File: config.mk
export PLATFORM = sky130hd
export DESIGN_NAME = pipe_scheduler
export DESIGN_NICKNAME = d
export VERILOG_FILES = /design/src/rtl/pipe_scheduler.sv
export SDC_FILE = /design/constraint.sdc
export NUM_CORES = 1
export LEC_CHECK = 0
export CORE_MARGIN = 8
export CORE_UTILIZATION = 55
export DETAILED_ROUTE_END_ITERATION = 8
export HOLD_SLACK_MARGIN = 0.02
export PLACE_DENSITY_LB_ADDON = 0.05
export SYNTH_ARGS = -nofsm -noshare
export SYNTH_HDL_FRONTEND = slang
export SYNTH_SLANG_ARGS = --single-unit
File: constraint.sdc
create_clock -name clock -period 2.1 [get_ports clock]
set_input_delay 0.315 -clock clock [delete_from_list [all_inputs] [get_ports clock]]
set_output_delay 0.315 -clock clock [all_outputs]
set_load 0.03 [all_outputs]
File: src/rtl/pipe_scheduler.sv
// pipe_scheduler: game-flow FSM and column timing for a scrolling pipe game.
// A tick counter produces shift_tick every `period` cycles while playing.
// Each tick either loads a new pipe (load_pipe) or inserts a blank column,
// with GAP_COLS blanks between pipes. sel picks a pattern from a free-running LFSR.
// Optional feature: define PIPE_SCHED_SPEEDUP_EN to shorten the period by STEP
// (floored at MIN_PERIOD) every 8 pipes. Without it the period stays at BASE_PERIOD.

module pipe_scheduler #(
   parameter int         BASE_PERIOD = 2560,
   parameter int         MIN_PERIOD  = 640,
   parameter int         STEP        = 128,
   parameter int         GAP_COLS    = 3,
   parameter logic [7:0] SEED        = 8'hB5   // must be nonzero or the LFSR locks up
) (
   input  logic       clock,
   input  logic       reset,
   input  logic       start,
   input  logic       lossDetect,
   output logic       shift_tick,
   output logic       load_pipe,
   output logic       blank,
   output logic [3:0] sel,
   output logic [7:0] score,
   output logic [1:0] state
);

   typedef enum logic [1:0] {
      IDLE = 2'b00,
      PLAY = 2'b01,
      LOST = 2'b10
   } state_t;

   localparam int               COL_W    = (GAP_COLS > 0) ? $clog2(GAP_COLS + 1) : 1;
   localparam logic [COL_W-1:0] COL_LAST = COL_W'(GAP_COLS);
   localparam logic [11:0]      BASE_P   = 12'(BASE_PERIOD);
   localparam logic [11:0]      MIN_P    = 12'(MIN_PERIOD);
   localparam logic [11:0]      STEP_P   = 12'(STEP);

   state_t           state_q, state_d;
   logic [11:0]      tick_cnt;
   logic [11:0]      period;
   logic [11:0]      period_dec;
   logic [COL_W-1:0] col_cnt;
   logic [7:0]       lfsr;
   logic [7:0]       score_inc;
   logic             lfsr_fb;
   logic             tick_due;
   logic             enter_play;
   logic             advance;
   logic             speed_step;

   // Next-state logic and tick/column pulse decode
   always_comb begin
      // NOTE: every signal driven here gets a default first, so no branch can leave one unassigned and infer a latch.
      state_d    = state_q;
      enter_play = 1'b0;
      tick_due   = (state_q == PLAY) && (tick_cnt == period - 12'd1);
      shift_tick = tick_due && !lossDetect;          // a collision swallows the tick
      load_pipe  = shift_tick && (col_cnt == '0);
      blank      = shift_tick && (col_cnt != '0);
      advance    = (state_q == PLAY) && !lossDetect; // counters freeze on the losing cycle
      case (state_q)
         IDLE: if (start) begin
            state_d    = PLAY;
            enter_play = 1'b1;
         end
         PLAY:    if (lossDetect) state_d = LOST;
         LOST:    if (start)      state_d = IDLE;
         default: state_d = IDLE;
      endcase
   end

   assign score_inc  = score + 8'd1;
   assign period_dec = (period >= MIN_P + STEP_P) ? period - STEP_P : MIN_P;

`ifdef PIPE_SCHED_SPEEDUP_EN
   // Speed up on the load that brings score to a nonzero multiple of 8;
   // a saturated score never triggers again.
   assign speed_step = load_pipe && (score != 8'hFF) && (score_inc[2:0] == 3'd0);
`else
   assign speed_step = 1'b0;
`endif

   assign lfsr_fb = lfsr[7] ^ lfsr[5] ^ lfsr[4] ^ lfsr[3];  // x^8+x^6+x^5+x^4+1
   assign state   = state_q;

   // FSM state register
   always_ff @(posedge clock or negedge reset) begin
      // NOTE: clocked state uses non-blocking assignment so every register samples pre-edge values.
      if (!reset) state_q <= IDLE;
      else        state_q <= state_d;
   end

   // Free-running pattern LFSR, steps in every state
   always_ff @(posedge clock or negedge reset) begin
      if (!reset) lfsr <= SEED;
      else        lfsr <= {lfsr[6:0], lfsr_fb};
   end

   // Game counters: tick timing, column phase, score, pattern select, period
   always_ff @(posedge clock or negedge reset) begin
      if (!reset) begin
         tick_cnt <= '0;
         col_cnt  <= '0;
         score    <= '0;
         sel      <= '0;
         period   <= BASE_P;
      end else if (enter_play) begin
         tick_cnt <= '0;
         col_cnt  <= '0;
         score    <= '0;
         sel      <= lfsr[3:0];
         period   <= BASE_P;
      end else if (advance) begin
         tick_cnt <= tick_due ? 12'd0 : tick_cnt + 12'd1;
         if (shift_tick)
            col_cnt <= (col_cnt == COL_LAST) ? '0 : col_cnt + COL_W'(1);
         if (load_pipe) begin
            // sel changes on the load edge, so it is stable while load_pipe is high
            sel <= lfsr[3:0];
            if (score != 8'hFF) score <= score_inc;
         end
         // Period only changes on a load tick, which is also a tick_cnt wrap,
         // so the new spacing applies from the next count cycle.
         if (speed_step) period <= period_dec;
      end
   end

endmodule

==> results.md, run 1 <==
* Status: finished, violations left
* Failing checks: negative setup slack
* DIE AREA at 0.005459 mm^2
* Max Fclk at 442.3 MHz
* Final setup viols at 9
* Maximum vdd drop at 675.8 uV
* Final Hold Fails at 0
* CTS Buf Count at 5
* Slew HR at 65.39%
* Max Clock Skew at 7.921 ps
* Worst r2r path cells at 7
* Die W at 73.89 um
* Routed Antenna Nets at 0
* Via count at 1649
* Critical-path maximum fanout at 5
* Diodes inserted at 0
* Htree depth at 2
* Tot Pwr at 0.001976 W
* Simple-Gate Fraction of Synth Area at 21.59%
* Post-DP HPWL at 3288 um
* Root Driver: clkbuf_4
* Largest family of logic cells by synthesized area: simple AND/OR/NAND/NOR gates
* Yosys warns at 0
* Post-synth top area cell: dfrtp_1
* Synth top area cells: dfrtp_1 (42%), dfstp_2 (7.1%), a31oi_1 (3.4%), nand2_1 (3.3%), ha_1 (2.7%)
* Minimum clock period at 2261 ps
* PD cells at 805.2 mW/mm^2
* Synth Instances at 182
* MaxCap Viol Count at 0
* Clock sink count at 36
* CTS tree: yes
* Least-Margin Pin Slew at 515.2 ps
* Synth top area share at 42.09%
* Top cells by count, synth: dfrtp_1 (31), nand2_1 (16), a31oi_1 (10), nor2_1 (10)
* CP arrival at 1950 ps
* Filler cells at 230
* Startpoint types: register
* Post-synthesis register bit count at 36
* Routed len/inst at 16.55 um
* Max Slew Vio Count at 0
* Register area at 907.1 um^2
* Initial antenna violation count at 0
* Hold WS at 375.1 ps
* Crit Path Category: register to primary output
* Post-synth EDFFs at 0
* Leakage at 1.074 nW
* Vias in the first global route at 1645
* Seq/Total Area, Yosys at 49.22%
* Fin crit share at 107.7%
* Total routed wirelength at 4683 um
* Vias/cell at 5.827
* DRC at 0
* Total gr overflow at 0
* First-pass detailed-route iteration total at 4
* Synth Area in Adders at 2.716%
* Compound-Gate Fraction of Synth Area at 16.84%
* Worst setup EP type: primary output
* FP Rows at 21
* Mapped Nets at 190
* First-pass GRT wire length at 7645 um
* RSZ-0062 raised after global routing: true
* # hold bufs at CTS at 0
* Syn Std Cell Area at 0.001843 mm^2
* Global-route usage over all layers at 18.35%
* Top-count cell post-synth: dfrtp_1
* Multiplexer share of the synthesized area at 3.530%
* Fin worst setup slack at -161.1 ps
* Clk_lat worst skew at 350 ps
* NumNets Final at 244
* Top FF cell, synth: dfrtp_1
* Avg Cell Area, Syn at 10.13 um^2
* Async S/R FF share, synth at 100.0%
* Share of cells above drive strength 1 at 30.80%
* Area grow syn2layout at 33.13%
* CTS clk-pin slew, worst paths at 120 ps
* Min-Delay Path Class: input port to asynchronous set/reset pin
* Initial Util at 56.11%
* Port Buf Inserts at 20
* I/O pins at 21
* Synth unique cells at 52
* Clock Tree Buf Depth at 2
* Synth Area in XOR/XNOR at 1.901%
* Critical path data required time at 1780 ps
* Initial DRC Count at 118
* CORE AREA at 0.003284 mm^2
* Largest net degree at the start of global routing at 37
* Multi-input logic area at 910.9 um^2
* RD Place Congestion at 0.8824
* Die Span Y at 73.89 um
per-layer routing:
| layer | vias to the layer above | global-route usage [%] | share of wire (%) |
|---|---|---|---|
| met5 | - | 0 | 0 |
| li1 | 792 | - | - |
| met2 | 52 | 29.43 | 50 |
| met1 | 797 | 21.90 | 43 |
| met4 | 0 | 8.869 | 2.0 |
| met3 | 8 | 5.184 | 5.0 |
kinds of logic (layout without fill, tap and decap cells):
kind of cell / count (synthesis) / count (layout)
AND/OR/NAND/NOR: 70 / 70
AO/OA/AOI/OAI: 45 / 45
flip-flops: 36 / 36
buffers and inverters: 17 / 72
multiplexers: 6 / 6
adder cells (fa/ha/maj): 4 / 4
XOR/XNOR: 4 / 4
path summary, 6_finish.rpt:
kind                                                end                     from  slack [ps]
worst min register to register        lfsr[7]$_DFF_PN1_        lfsr[6]$_DFF_PN0_         380
worst min-delay path             col_cnt[1]$_DFFE_PN0P_                    reset         380
min in group clock                    lfsr[7]$_DFF_PN1_        lfsr[6]$_DFF_PN0_         380
worst max register to register  tick_cnt[3]$_DFFE_PN0N_  tick_cnt[9]$_DFFE_PN0N_         -60
worst max-delay path                              blank  tick_cnt[9]$_DFFE_PN0N_        -160
max in group asynchronous             lfsr[4]$_DFF_PN1_                    reset        1370
placed cells by master (no fill, tap or decap), types with 3 or more instances in the layout:
cell type and n:
dfstp_2 5, nor3_1 5, dfrtp_1 31, buf_4 32
o21ai_0 6, nand3_1 8, a31oi_1 10, nor2_1 8
nand2_1 16, a31o_2 3, inv_1 7, nand4_1 3
or4_1 4, clkdlybuf4s50_1 17, clkbuf_4 5, mux2_2 4
buf_6 6, ha_1 3, a21oi_1 5
state kept, by name (all words and copies together) (netlist names):
register	flops
score	8
lfsr	8
state	2
col_cnt	2
sel	4
tick_cnt	12
worst max-delay path, stage by stage, from the launching register on:
cell and delay [ps]:
dfrtp_1 400, or3b_4 400, or4_4 490, nor3_4 150, buf_6 150
area by class of cell:
class                      instances  share of cell area [%]
tap                               46                   2.346
multi-input combinational        129                   37.12
sequential                        36                   36.97
clock buffer                       5                   1.530
timing repair buffer              55                   19.48
clock inverter                     3                  0.9689
inverter                           9                   1.581
per-stage QoR:
stage / util (%) / setup TNS (ps) / area [um^2] / std cells / worst slack [ps]
2_1_floorplan: - / -1.490 / 1851 / 182 / -1.490
3_3_place_gp: 68.72 / -272.4 / 2257 / 266 / -63.50
3_5_place_dp: 68.72 / -803.0 / 2257 / 266 / -113.0
4_1_cts: 72.91 / -518.6 / 2395 / 280 / -201.4
5_1_grt: 74.70 / -1235 / 2454 / 283 / -241.3
6_report: 74.70 / -647.8 / 2454 / 283 / -161.1
what timing repair did:
item	4_1_cts	5_1_grt
setup endpoints to repair	6	9
buffers inserted	7	3
pin swaps	3	5
gates resized for setup	8	11
power by group:
part	switching, W	internal (W)
Combinational	0.000457	0.000307
Clock	0.000257	0.000132
Sequential	0.0000626	0.000761
Total	0.000776	0.00120
Power figures use the tool's default switching activity.
==> run 2: changes to the inputs <==
==> constraint.sdc (replaced) <==
create_clock -name clock -period 2.8 [get_ports clock]
set_input_delay 0.42 -clock clock [delete_from_list [all_inputs] [get_ports clock]]
set_output_delay 0.42 -clock clock [all_outputs]
set_load 0.03 [all_outputs]
==> results.md, run 2 (same netlist as run 1, synthesis figures left out) <==
* FP Rows at 21
* Max Slew Vio Count at 0
* Critical-path maximum fanout at 6
* Htree depth at 2
* Via count at 1576
* Diodes inserted at 0
* Initial antenna violation count at 0
* I/O pins at 21
* Slew HR at 35.90%
* Port Buf Inserts at 20
* NumNets Final at 217
* Final Hold Fails at 0
* Fin crit share at 95.76%
* Max Fclk at 373.0 MHz
* Largest net degree at the start of global routing at 37
* Leakage at 0.9168 nW
* Clk_lat worst skew at 340 ps
* Largest registers: tick_cnt: 12 flops, lfsr: 8 flops, score: 8 flops
* RSZ-0062 raised after global routing: false
* Crit Path Category: register to primary output
* Critical path data required time at 2380 ps
* CTS tree: yes
* Final setup viols at 0
* Die Span Y at 73.89 um
* Root Driver: clkbuf_4
* Most common cell after layout, fill and taps aside: dfrtp_1
* Share of cells above drive strength 1 at 16.19%
* Most frequent cells in the layout: dfrtp_1 (31), clkdlybuf4s50_1 (17), nand2_1 (16), nor2_1 (10), a31oi_1 (10)
* Global-route usage over all layers at 17.03%
* First-pass GRT wire length at 7176 um
* First-pass detailed-route iteration total at 4
* CORE AREA at 0.003284 mm^2
* Clock sink count at 36
* Total gr overflow at 0
* Max Clock Skew at 5.329 ps
* Initial DRC Count at 179
* Total routed wirelength at 4218 um
* Routed Antenna Nets at 0
* CTS Buf Count at 5
* Status: complete, no violations
* DRC at 0
* Least-Margin Pin Slew at 952.8 ps
* Startpoint types: register
* Worst setup EP type: primary output
* Initial Util at 56.11%
* Vias/cell at 6.156
* Maximum vdd drop at 404.9 uV
* Post-CTS Setup Inserts at 0
* Clock Tree Buf Depth at 2
* CTS clk-pin slew, worst paths at 120 ps
* MaxCap Viol Count at 0
* Post-DP HPWL at 2987 um
* Reg with most FFs: tick_cnt
* Tot Pwr at 0.001393 W
* DIE AREA at 0.005459 mm^2
* Routed len/inst at 16.48 um
* Vias in the first global route at 1532
* Area grow syn2layout at 18.19%
* Setup_tns at 0 ps
* Max reg flops at 12
* Die W at 73.89 um
* CP arrival at 2260 ps
* RD Place Congestion at 0.8715
* Min-Delay Path Class: register to register
* Minimum clock period at 2681 ps
* PD cells at 639.5 mW/mm^2
==> run 2: stage by stage <==
step                instances  setup slack [ps]  utilization [%]  hold WS, ps  cell area, um^2
floorplan                 182             350.5                -        124.4             1843
global placement          248             253.5            64.53        344.8             2120
detailed placement        248             182.2            64.53        343.8             2120
CTS                       256             116.3            66.32        382.1             2178
global route              256             19.57            66.32        387.3             2178
finish                    256             118.8            66.32        385.3             2178
==> run 2: worst paths after layout <==
check	slack (ps)	end	cells past startpoint	startpoint
setup / recovery	120	blank	4	tick_cnt[9]$_DFFE_PN0N_
hold / removal	390	lfsr[5]$_DFF_PN1_	0	lfsr[4]$_DFF_PN1_
setup reg to reg	510	score[7]$_DFFE_PN0P_	5	tick_cnt[9]$_DFFE_PN0N_
hold reg to reg	390	lfsr[5]$_DFF_PN1_	0	lfsr[4]$_DFF_PN1_
max in group asynchronous	1990	lfsr[2]$_DFF_PN1_	2	reset
min in group asynchronous	470	state[1]$_DFFE_PN0P_	2	reset
==> run 2: what timing repair did <==
item,4_1_cts,5_1_grt
hold buffers,0,0
hold endpoints to repair,0,0
resized for setup,2,0
endpoints found under the setup margin,2,0
==> run 2: area by class of cell <==
cell class	instances	area [um^2]
clock inverters	3	23.77
clock buffers	5	37.54
multi-input cells	129	858.3
inverters	9	38.79
fillers	276	1106
flip-flops and latches	36	907.1
repair buffers	28	255.2
well taps	46	57.56
==> run 2: per-layer routing <==
layer  GRT usage (%)  up-vias  part of all wire, %
met2           25.98       80                   47
met1           20.59      749                   41
met4           9.756        0                  1.9
li1                -      735                    -
met5               0        -                    0
met3           5.321       12                  9.6
==> run 2: critical path, stage by stage (launching register included) <==
cell and delay (ps):
dfrtp_1 450, or3b_1 400, or4_1 460, nor3_1 170
dlygate4sd2_1 430
==> run 2: report_power, final <==
| group | switching (W) | leakage [nW] | total [W] | internal [W] |
|---|---|---|---|---|
| clock network | 0.000192 | 0.0274 | 0.000291 | 0.0000988 |
| logic | 0.000274 | 0.414 | 0.000439 | 0.000165 |
| registers | 0.0000931 | 0.476 | 0.000663 | 0.000570 |
| total | 0.000559 | 0.917 | 0.00139 | 0.000834 |
==> run 3: changes to the inputs <==
--- a/config.mk
+++ b/config.mk
@@ -5,8 +5,10 @@
 export SDC_FILE = /design/constraint.sdc
 export NUM_CORES = 1
 export LEC_CHECK = 0
+export CELL_PAD_IN_SITES_DETAIL_PLACEMENT = 1
+export CELL_PAD_IN_SITES_GLOBAL_PLACEMENT = 2
 export CORE_MARGIN = 8
-export CORE_UTILIZATION = 55
+export CORE_UTILIZATION = 38
 export DETAILED_ROUTE_END_ITERATION = 8
 export HOLD_SLACK_MARGIN = 0.02
 export PLACE_DENSITY_LB_ADDON = 0.05
==> results.md, run 3 (same netlist as run 1, synthesis figures left out) <==
* Die Span Y at 85.64 um
* Dpl cell area at 0.002110 mm^2
* Met2 wire len at 2446 um
* Flop-to-flop setup slack at 680 ps
* CTS tree: yes
* RD Place Congestion at 0.7801
* Clock sink count at 36
* PD cells at 670.4 mW/mm^2
* Final setup viols at 0
* I/O pins at 21
* Final Cell Area at 0.002201 mm^2
* Layout Cells excl Fill at 262
* Crit-path max cell delay at 580 ps
* Total gr overflow at 0
* CTS Buf Count at 5
* Worst r2r path cells at 7
* Worst setup EP type: primary output
* Met3 wire len at 191 um
* Clk pwr share at 25.4%
* Minimum clock period at 2564 ps
* Slew HR at 68.86%
* Initial antenna violation count at 0
* Setup crit start: tick_cnt[0]$_DFFE_PN0N_
* Port Buf Inserts at 20
* Slowest-stage cell, CP: or4_4
* Htree depth at 2
* Initial DRC Count at 53
* First-pass GRT wire length at 8293 um
* Most common cell after layout, fill and taps aside: dfrtp_1
* Max Fclk at 390.1 MHz
* Clock Tree Buf Depth at 2
* Max reg flops at 12
* Switching share of power at 38.83%
* Worst Hold Path EP: lfsr[7]$_DFF_PN1_
* Reg with most FFs: tick_cnt
* Maximum vdd drop at 331.0 uV
* Max Clock Skew at 9.205 ps
* CP top delay family: simple AND/OR/NAND/NOR gates
* Leakage at 0.9248 nW
* Min-Delay Path Class: register to register
* Largest registers: tick_cnt: 12 flops, lfsr: 8 flops, score: 8 flops
* # hold bufs at CTS at 0
* Hold Path Cell Cnt at 0
* Dpl cells at 254
* Sequential Power Share at 45.0%
* Max Slew Vio Count at 0
* Largest net degree at the start of global routing at 37
* Wl on met1 at 2206 um
* First-pass detailed-route iteration total at 4
* Global-route usage over all layers at 14.29%
* MaxCap Viol Count at 0
* Highest Signal Layer: met4
* Post-CTS Setup Inserts at 0
* Final Hold Fails at 0
* Die W at 85.64 um
* CTS clk-pin slew, worst paths at 80 ps
* RSZ-0062 raised after global routing: false
* Reg2reg start: col_cnt[0]$_DFFE_PN0P_
* CP arrival at 2140 ps
* Root Driver: clkbuf_8
* Fin crit share at 91.56%
* Routed len/inst at 18.72 um
* Initial Util at 39.28%
* Most frequent cells in the layout: dfrtp_1 (31), clkdlybuf4s50_1 (17), nand2_1 (16), nor2_1 (10), a31oi_1 (10)
* FP Rows at 25
* Hold path start: lfsr[6]$_DFF_PN0_
* Status: complete, no violations
* Least-Margin Pin Slew at 466.0 ps
* Tot Pwr at 0.001475 W
* DRC at 0
* NumNets Final at 215
* Hold WS at 359.6 ps
* Total routed wirelength at 4905 um
* DIE AREA at 0.007334 mm^2
* Share of cells above drive strength 1 at 16.83%
* Area grow syn2layout at 19.42%
* Filler cells at 548
* Buf/Inv on CP at 1
* Post-CTS sizing at 0
* Vias in the first global route at 1662
* Internal Power at 0.0009025 W
* Critical path data required time at 2380 ps
* Clk_lat worst skew at 300 ps
* Crit Path Category: register to primary output
* Via count at 1544
* CORE AREA at 0.004692 mm^2
* Routed Antenna Nets at 0
* Setup_tns at 0 ps
* Critical-path maximum fanout at 9
* Vias/cell at 5.893
* Crit-path cells: ha_1, nand2_1, or4_4, nor3_1, buf_4
* Post-DP HPWL at 3521 um
* Diodes inserted at 0
* Reg-to-Reg End: sel[0]$_DFFE_PN0P_
* Net Switching at 0.0005729 W
* Startpoint types: register
* Logic pwr share at 29.5%
## run 3: power groups by stage
stage / Clock [W] / Combinational (W) / Sequential [W]
finish: 0.000375 / 0.000436 / 0.000665
global route: 0.000411 / 0.000483 / 0.000677
CTS: 0.000392 / 0.000445 / 0.000661
detailed placement: 0 / 0.000445 / 0.000669
global placement: 0 / 0.000432 / 0.000667
floorplan: 0 / 0.000277 / 0.000668
## run 3: how the worst max path moves through the flow
stage / cells past startpoint / slack [ps] / end
6_report: 5 / 240 / blank
5_1_grt: 5 / 140 / blank
4_1_cts: 5 / 100 / blank
3_5_place_dp: 5 / 340 / load_pipe
3_3_place_gp: 5 / 350 / load_pipe
2_1_floorplan: 4 / 350 / blank
## run 3: final cells by class
class                      instances  area (um^2)  area share (%)
sequential                        36        907.1           41.22
timing repair buffer              26        237.7           10.80
clock inverter                     3        18.77          0.8528
multi-input combinational        129        862.1           39.17
inverter                           9        38.79           1.762
tap                               54        67.56           3.070
clock buffer                       5        68.82           3.127
## run 3: per-layer routing
metal / up-vias / track usage [%]
met5: - / 0
met1: 786 / 16.82
met4: 0 / 4.777
met3: 7 / 3.820
li1: 731 / -
met2: 20 / 24.47
## run 3: through the flow
step / utilization [%] / setup WS, ps
5_1_grt: 46.91 / 140.4
4_1_cts: 46.83 / 102.0
3_5_place_dp: 44.96 / 340.9
2_1_floorplan: - / 350.5
6_report: 46.91 / 236.4
3_3_place_gp: 44.96 / 352.1
